$ cat config.mk
export PLATFORM = sky130hd
export DESIGN_NAME = strand_select_stage
export DESIGN_NICKNAME = d
export VERILOG_FILES = /design/src/rtl/strand_select_stage.sv
export SDC_FILE = /design/constraint.sdc
export NUM_CORES = 1
export LEC_CHECK = 0
export CAP_MARGIN = 20
export CELL_PAD_IN_SITES_DETAIL_PLACEMENT = 0
export CELL_PAD_IN_SITES_GLOBAL_PLACEMENT = 1
export CORE_AREA = 2 2 150 152
export CTS_CLUSTER_DIAMETER = 120
export DETAILED_ROUTE_END_ITERATION = 6
export DIE_AREA = 0 0 152 154
export DONT_BUFFER_PORTS = 1
export PLACE_DENSITY = 0.5
export SLEW_MARGIN = 5
export SYNTH_ARGS = -nofsm -noshare
export SYNTH_HDL_FRONTEND = slang
export SYNTH_SLANG_ARGS = --single-unit
$ cat constraint.sdc
create_clock -name clk -period 7 [get_ports clk]
set_input_delay 1.4 -clock clk [delete_from_list [all_inputs] [get_ports clk]]
set_output_delay 1.4 -clock clk [all_outputs]
set_load 0.03 [all_outputs]
$ cat src/rtl/strand_select_stage.sv
// strand_select_stage: picks one ready strand per cycle from the fetch FIFOs and registers it toward decode.
// Optional idle-cycle counter on ss_idle_cycles is built only when STRAND_SELECT_PERF_EN is defined.

module arbiter #(
    parameter int NUM = 4
) (
    input  logic           clk,
    input  logic           reset,
    input  logic [NUM-1:0] request,
    input  logic           update_lru,
    output logic [NUM-1:0] grant
);
    localparam int IW = (NUM > 1) ? $clog2(NUM) : 1;

    logic [IW-1:0] prio;
    logic [IW-1:0] grant_idx;
    logic [IW-1:0] idx;
    logic          any;

    // Search starts at the strand after the last winner.
    always_comb begin
        grant     = '0;
        grant_idx = '0;
        idx       = '0;
        any       = 1'b0;
        for (int i = 0; i < NUM; i++) begin
            idx = IW'((int'(prio) + i) % NUM);
            if (!any && request[idx]) begin
                grant[idx] = 1'b1;
                grant_idx  = idx;
                any        = 1'b1;
            end
        end
    end

    always_ff @(posedge clk or posedge reset) begin
        if (reset)
            prio <= '0;
        else if (update_lru && any)
            prio <= (grant_idx == IW'(NUM - 1)) ? '0 : grant_idx + 1'b1;
    end
endmodule

module strand_state #(
    parameter int LONG_EXTRA_CYCLES = 3
) (
    input  logic clk,
    input  logic reset,
    input  logic rollback,
    input  logic suspend,
    input  logic resume,
    input  logic issue_long,
    output logic ready
);
    localparam int CW = ($clog2(LONG_EXTRA_CYCLES + 1) > 2) ? $clog2(LONG_EXTRA_CYCLES + 1) : 2;

    typedef enum logic [1:0] {READY, LONG_WAIT, SUSPENDED} state_t;

    state_t        state, state_nxt;
    logic [CW-1:0] cnt, cnt_nxt;

    always_ff @(posedge clk or posedge reset) begin
        if (reset) begin
            state <= READY;
            cnt   <= '0;
        end else begin
            state <= state_nxt;
            cnt   <= cnt_nxt;
        end
    end

    // Rollback overrides everything; a coincident resume cancels the suspend.
    always_comb begin
        state_nxt = state;
        cnt_nxt   = cnt;
        if (rollback) begin
            state_nxt = (suspend && !resume) ? SUSPENDED : READY;
            cnt_nxt   = '0;
        end else begin
            case (state)
                READY: begin
                    if (issue_long) begin
                        state_nxt = LONG_WAIT;
                        cnt_nxt   = CW'(LONG_EXTRA_CYCLES);
                    end
                end
                LONG_WAIT: begin
                    if (cnt <= CW'(1)) begin
                        state_nxt = READY;
                        cnt_nxt   = '0;
                    end else begin
                        cnt_nxt = cnt - 1'b1;
                    end
                end
                SUSPENDED: begin
                    if (resume)
                        state_nxt = READY;
                end
                default: begin
                    state_nxt = READY;
                    cnt_nxt   = '0;
                end
            endcase
        end
    end

    assign ready = (state == READY);
endmodule

module strand_select_stage #(
    parameter int STRANDS_PER_CORE   = 4,
    parameter int STRAND_INDEX_WIDTH = (STRANDS_PER_CORE > 1) ? $clog2(STRANDS_PER_CORE) : 1,
    parameter int LONG_EXTRA_CYCLES  = 3
) (
    input  logic                             clk,
    input  logic                             reset,
    input  logic [STRANDS_PER_CORE-1:0]      if_instruction_valid,
    input  logic [STRANDS_PER_CORE*32-1:0]   if_instruction,
    input  logic [STRANDS_PER_CORE*32-1:0]   if_pc,
    input  logic [STRANDS_PER_CORE-1:0]      if_branch_predicted,
    input  logic [STRANDS_PER_CORE-1:0]      if_long_latency,
    output logic [STRANDS_PER_CORE-1:0]      ss_instruction_req,
    input  logic [STRANDS_PER_CORE-1:0]      strand_enable,
    input  logic [STRANDS_PER_CORE-1:0]      rb_rollback_strand,
    input  logic [STRANDS_PER_CORE-1:0]      rb_suspend_strand,
    input  logic [STRANDS_PER_CORE-1:0]      resume_strand,
    output logic                             ss_instruction_valid,
    output logic [31:0]                      ss_instruction,
    output logic [31:0]                      ss_pc,
    output logic [STRAND_INDEX_WIDTH-1:0]    ss_strand,
    output logic                             ss_branch_predicted,
    output logic                             ss_long_latency,
    output logic [31:0]                      ss_idle_cycles
);
    localparam int N = STRANDS_PER_CORE;
    localparam int L = LONG_EXTRA_CYCLES;

    logic [N-1:0]                  ready, eligible, grant;
    logic [L-1:0]                  long_pipe;
    logic                          issue_long, any_grant;
    logic [31:0]                   sel_instr, sel_pc;
    logic [STRAND_INDEX_WIDTH-1:0] sel_strand;
    logic                          sel_bp, sel_long;

    generate
        for (genvar n = 0; n < N; n++) begin : g_strand
            strand_state #(.LONG_EXTRA_CYCLES(L)) u_state (
                .clk        (clk),
                .reset      (reset),
                .rollback   (rb_rollback_strand[n]),
                .suspend    (rb_suspend_strand[n]),
                .resume     (resume_strand[n]),
                .issue_long (grant[n] & if_long_latency[n]),
                .ready      (ready[n])
            );
            // A short op would land on the writeback port in the same cycle as the oldest long op.
            assign eligible[n] = if_instruction_valid[n] & strand_enable[n] & ready[n]
                               & ~rb_rollback_strand[n]
                               & ~(long_pipe[L-1] & ~if_long_latency[n]);
        end
    endgenerate

    arbiter #(.NUM(N)) u_arb (
        .clk        (clk),
        .reset      (reset),
        .request    (eligible),
        .update_lru (1'b1),
        .grant      (grant)
    );

    assign ss_instruction_req = grant;
    assign any_grant          = |grant;
    assign issue_long         = |(grant & if_long_latency);

    always_comb begin
        sel_instr  = '0;
        sel_pc     = '0;
        sel_strand = '0;
        sel_bp     = 1'b0;
        sel_long   = 1'b0;
        for (int n = 0; n < N; n++) begin
            if (grant[n]) begin
                sel_instr  = if_instruction[n*32 +: 32];
                sel_pc     = if_pc[n*32 +: 32];
                sel_strand = STRAND_INDEX_WIDTH'(n);
                sel_bp     = if_branch_predicted[n];
                sel_long   = if_long_latency[n];
            end
        end
    end

    always_ff @(posedge clk or posedge reset) begin
        if (reset) begin
            long_pipe <= '0;
        end else begin
            long_pipe[0] <= issue_long;
            for (int i = 1; i < L; i++)
                long_pipe[i] <= long_pipe[i-1];
        end
    end

    // Without a grant every field drops to 0 so decode sees a clean NOP.
    always_ff @(posedge clk or posedge reset) begin
        if (reset) begin
            ss_instruction_valid <= 1'b0;
            ss_instruction       <= '0;
            ss_pc                <= '0;
            ss_strand            <= '0;
            ss_branch_predicted  <= 1'b0;
            ss_long_latency      <= 1'b0;
        end else begin
            ss_instruction_valid <= any_grant;
            ss_instruction       <= sel_instr;
            ss_pc                <= sel_pc;
            ss_strand            <= sel_strand;
            ss_branch_predicted  <= sel_bp;
            ss_long_latency      <= sel_long;
        end
    end

`ifdef STRAND_SELECT_PERF_EN
    logic [31:0] idle_cnt;

    always_ff @(posedge clk or posedge reset) begin
        if (reset)
            idle_cnt <= '0;
        else if (!any_grant)
            idle_cnt <= idle_cnt + 32'd1;
    end

    assign ss_idle_cycles = idle_cnt;
`else
    assign ss_idle_cycles = 32'd0;
`endif
endmodule

Word level (Yosys, flattened, before mapping)
Index checks and enable logic that the tools add are counted.
- input bits: 286
- register bits after elaboration: 90
- output and inout port bits: 105
- reduce and logical (&&, ||, !) cells: 32
- equality and inequality tests: 25
- bitwise gates (word level): 40
- $add $sub $neg: 8
- mux-type cells: 88
- $lt $le $gt $ge: 12
- operators by type and width (cell ; count):
    32-bit 2-to-1 mux ; 8
    2-bit 2-to-1 mux ; 39
    2-bit one-hot mux with 3 select lines ; 8
    1-bit bitwise AND ; 24
    3-bit by 2-bit inequality test with 1-bit output, second input constant ; 8
    1-bit 2-to-1 mux ; 21
    4-bit 2-to-1 mux ; 4
    2-bit by 3-bit < comparator with 1-bit output, second input constant ; 4
    3-bit inequality test, second input constant ; 4
    1-bit NOT ; 12
    4-bit bitwise OR ; 3
    3-bit AND reduction ; 4
    1-bit logical AND ; 11
    2-bit equality test, second input constant ; 5
    1-bit binary-select mux with 2-bit select ; 4
    1-bit demux with 2-bit select ; 4
    2-bit by 1-bit equality test with 1-bit output, second input constant ; 4
    2-bit by 1-bit >= comparator with 1-bit output, second input constant ; 4
    2-bit by 1-bit less-or-equal comparator with 1-bit output, second input constant ; 4
    2-bit logical NOT ; 4
    2-bit inequality test, second input constant ; 4
    2-bit AND reduction ; 4
    4-bit OR reduction ; 2
    2-bit by 1-bit subtractor with 2-bit output, second input constant ; 4
    other kinds (4) ; 12

Longest topological paths before layout
- depth in word-level cells: 20
- depth in mapped cells: 13

Cells and area by module
Synthesis repeated with hierarchy kept, for this count alone.
- cell total of the unflattened synthesis: 562
- area, all modules: 5268.8 um^2
- modules (own cells, without submodules) (module ; times used ; seq. area each (um^2) ; area each (um^2) ; cells each):
    strand_select_stage ; 1 ; 1801.7 ; 4011.3 ; 432
    strand_state ; 4 ; 100.1 ; 183.9 ; 20
    arbiter ; 1 ; 50.0 ; 521.8 ; 50

Least setup slack after synthesis
Ideal clock, no wire load.
- path type: input -> output
- start point: in rb_rollback_strand[3]
- end point: out ss_instruction_req[2]
- stages on the path: 8
- data arrival time: 3.517 ns
- slack: 2.083 ns
- data required time: 5.600 ns
- buffers on the path: 2
- cell sequence: or2_1 or4_4 a2111o_1 a21oi_2 a22o_4 or2_1 buf_2 buf_4
- cells in the longest elaborated chain, start to end: 15
- ends and longest elaborated chain (element ; line ; source):
    from (decl) ; 124 ; input logic [STRANDS_PER_CORE-1:0] rb_rollback_strand,
    1-bit NOT (*) ; 158 ; & ~rb_rollback_strand[n]
    1-bit bitwise AND (*) ; 158 ;
    1-bit bitwise AND (*) ; 159 ; & ~(long_pipe[L-1] & ~if_long_latency[n]);
    1-bit binary-select mux with 2-bit select ; 28 ; if (!any && request[idx]) begin
    1-bit 2-to-1 mux (not written as such) ; 28 ;
    1-bit 2-to-1 mux ; 28 ;
    1-bit logical NOT ; 28 ;
    1-bit logical AND ; 28 ;
    1-bit 2-to-1 mux ; 28 ;
    1-bit logical NOT ; 28 ;
    1-bit logical AND ; 28 ;
    1-bit 2-to-1 mux ; 28 ;
    1-bit logical NOT ; 28 ;
    1-bit logical AND ; 28 ;
    4-bit 2-to-1 mux (*) ; 28 ;
    to (decl) ; 122 ; output logic [STRANDS_PER_CORE-1:0] ss_instruction_req,
Every way passes the cells marked *; elsewhere a longest branch is shown, timed or not. The select of a mux whose other input is x is not followed.

Worst setup path in the final report
- start point: in rb_rollback_strand[3]
- end point: out ss_instruction_req[3]
The elaborated chain is that of the path after synthesis.

==> flow_metrics.env <==
export IMPL_fin_skew_ns=0.0121
export IMPL_p_leak_nw=2.37
export IMPL_port_buffers=0
export IMPL_drc_errors=0
export IMPL_grt_use_total=0.155
export IMPL_die_x_um=152
export IMPL_clockBufferDepth=2
export IMPL_routed_wl_um=19000
export IMPL_rows=54
export IMPL_numPlacedInstances=817
export IMPL_grt_first_pass_wirelength_um=27700
export IMPL_dpl_cell_area_um2=5640
export IMPL_yosysSeqAreaShare=0.404
export IMPL_grt_max_degree=72
export IMPL_dp_hpwl_um=14200
export IMPL_fin_ws_ns=2.11
export IMPL_slew_headroom=0.267
export IMPL_core_um2=21700
export IMPL_crit_arrival_ns=3.49
export IMPL_synthFlopType="dfrtp_1"
export IMPL_peakVddDrop_v=0.000190
export IMPL_vias=4443
export IMPL_powerDensity_nw_per_um2=479
export IMPL_yosys_warnings=0
export IMPL_whs_ns=0.355
export IMPL_cts_made_buffers=9
export IMPL_syn_to_final_growth_pct=6.88
export IMPL_worstSkewPairLatency_ns=0.35
export IMPL_tns_ns=0
export IMPL_start_util=0.257
export IMPL_crit_family="simple AND/OR/NAND/NOR gates"
export IMPL_post_route_util=0.275
export IMPL_preCtsSetupSlack_ns=2.13
export IMPL_layout_common_cells="dfrtp_1 (90), nand2_1 (79), nor2_1 (79)"
export IMPL_min_path_cells=0
export IMPL_ant_nets=0
export IMPL_clock_fmax_mhz=204
export IMPL_grt_overflow=0
export IMPL_place_congestion=0.868
export IMPL_stdcell_area_um2=5960
export IMPL_clock_root_buffer="clkbuf_16"
export IMPL_worstPathMaxFanout=14
export IMPL_cts_clk_slew_worst_paths_ns=0.07
export IMPL_cts_resized=0
export IMPL_critPathLaunchType="input pin"
export IMPL_slew_viol_final=0
export IMPL_path_depth=6
export IMPL_die_h_um=154
export IMPL_layout_worst_path_cycle_share=0.699
export IMPL_finalPower_mw=2.85
export IMPL_grt_pass1_vias=4501
export IMPL_max_stage_delay_ns=0.74
export IMPL_period_minus_slack_ns=4.89
export IMPL_drt_iter0_drc=295
export IMPL_path_cells="or2_1 -> nor4_1 -> a2111oi_4 -> o211a_1 -> a221oi_4 -> clkinv_2"
export IMPL_cts_num_sinks=90
export IMPL_final_hold_viol_count=0
export IMPL_cts_tree="built"
export IMPL_rsz0062_at_grt="no"
export IMPL_status="completed"
export IMPL_die_area_um2=23400
export IMPL_ys_seq_elements=90
export IMPL_setup_violations=0
export IMPL_syn_area_um2=5580
export IMPL_vias_per_cell=5.34
export IMPL_final_common_cell="dfrtp_1"
export IMPL_synth_area_per_cell_um2=9.82
export IMPL_cap_violations=0
export IMPL_crit_slowest_cell="nor4_1"
export IMPL_ios=391
export IMPL_yosysUniqueCellTypes=59
export IMPL_hp_class="reg -> reg"
export IMPL_hold_buffers=0
export IMPL_synth_cells=568
export IMPL_rr_worst_depth=9
export IMPL_stdcell_count=832
export IMPL_async_flop_share=1.00
export IMPL_antenna_found_initial=0
export IMPL_drive_gt1_frac=0.212
export IMPL_nets=840
export IMPL_post_cts_setup_buffer_count=0
export IMPL_synth_edf_count=0
export IMPL_critPathCaptureType="primary output"
export IMPL_path_buf_inv=1
export IMPL_worstMarginPinSlew_ns=1.10
export IMPL_worstPathRequired_ns=5.60
export IMPL_diodes=0
export IMPL_cts_max_level=3
export IMPL_crit_type="in -> out"
export IMPL_firstDrtPassIters=4
export IMPL_wl_per_cell_um=22.8
[worst reg2reg max path: stages (launching register included)]
cell      delay, ns
dfrtp_1        0.59
inv_1          0.29
or4_4          0.61
a2111o_1       0.48
a21oi_2        0.29
a22o_4         0.23
or2_4          0.19
buf_4          0.81
a221oi_1       0.41
a21oi_1        0.18
[per-layer routing]
layer / part of all wire / track usage
met1: 0.38 / 0.180
met2: 0.52 / 0.271
met3: 0.069 / 0.0369
met4: 0.030 / 0.0672
met5: 0 / 0
[kinds of logic after synthesis]
| kind of cell | count (synthesis) | synth area share |
|---|---|---|
| flops | 90 | 0.404 |
| buf+inv | 81 | 0.0933 |
| xor+xnor | 1 | 0.00157 |
| simple gates | 211 | 0.182 |
| fa+ha+maj | 6 | 0.0135 |
| compound gates | 176 | 0.297 |
| other cells | 1 | 0.000672 |
| mux | 2 | 0.00807 |
[report_power, final]
part / switching [mW] / internal, mW
sequential: 0.350 / 0.682
combinational: 0.779 / 0.504
clock: 0.217 / 0.322
total: 1.35 / 1.51
[sequential cells by signal (all words and copies together) (netlist names)]
name,cells
ss_instruction,32
ss_pc,32
ss_strand,2
ss_instruction_valid,1
long_pipe,3
u_arb.prio,2
ss_long_latency,1
ss_branch_predicted,1
g_strand.u_state.state,8
g_strand.u_state.cnt,8
[final cells by class]
class                      count  area [µm²]
timing repair buffer           8        60.1
multi-input combinational    428        2940
inverter                      11        45.0
clock inverter                 4        76.3
tap                          280         350
sequential                    90        2250
clock buffer                  11         243
fill                        2272       15700
[cell usage after synthesis, types with 2 or more instances]
| master | count | share of area |
|---|---|---|
| nand2b_1 | 4 | 0.0045 |
| a21oi_2 | 40 | 0.063 |
| dfrtp_1 | 90 | 0.40 |
| buf_4 | 44 | 0.059 |
| mux4_2 | 2 | 0.0081 |
| a22o_1 | 4 | 0.0063 |
| nor3b_1 | 2 | 0.0027 |
| nor4_1 | 5 | 0.0056 |
| nand2_1 | 79 | 0.053 |
| nor3_1 | 3 | 0.0027 |
| or2_1 | 5 | 0.0056 |
| ha_1 | 6 | 0.013 |
| nand3b_1 | 7 | 0.0094 |
| o32ai_1 | 2 | 0.0031 |
| a221oi_1 | 26 | 0.041 |
| o2111ai_1 | 3 | 0.0047 |
| a211o_1 | 3 | 0.0047 |
| nor2b_1 | 9 | 0.010 |
| a221oi_2 | 40 | 0.11 |
| buf_6 | 5 | 0.010 |
| o21ai_0 | 4 | 0.0036 |
| or3_1 | 2 | 0.0022 |
| nor2_1 | 79 | 0.053 |
| clkbuf_1 | 10 | 0.0067 |
| inv_1 | 10 | 0.0067 |
| buf_2 | 11 | 0.0099 |
| a21oi_1 | 36 | 0.032 |
| a31oi_1 | 3 | 0.0034 |
| or4_1 | 2 | 0.0027 |
| a22oi_1 | 3 | 0.0040 |
[worst paths after layout]
kind,start,end,slack (ns)
worst max-delay path,rb_rollback_strand[3],ss_instruction_req[3],2.11
worst min-delay path,long_pipe[0]$_DFF_PP0_,long_pipe[1]$_DFF_PP0_,0.36
worst max register to register,u_arb.prio[0]$_DFFE_PP0P_,ss_pc[21]$_DFF_PP0_,2.85
worst min register to register,long_pipe[0]$_DFF_PP0_,long_pipe[1]$_DFF_PP0_,0.36
max in group asynchronous,reset,ss_pc[14]$_DFF_PP0_,4.90
min in group asynchronous,reset,ss_pc[27]$_DFF_PP0_,0.99
Note: power is estimated with default switching activity, not from simulation.
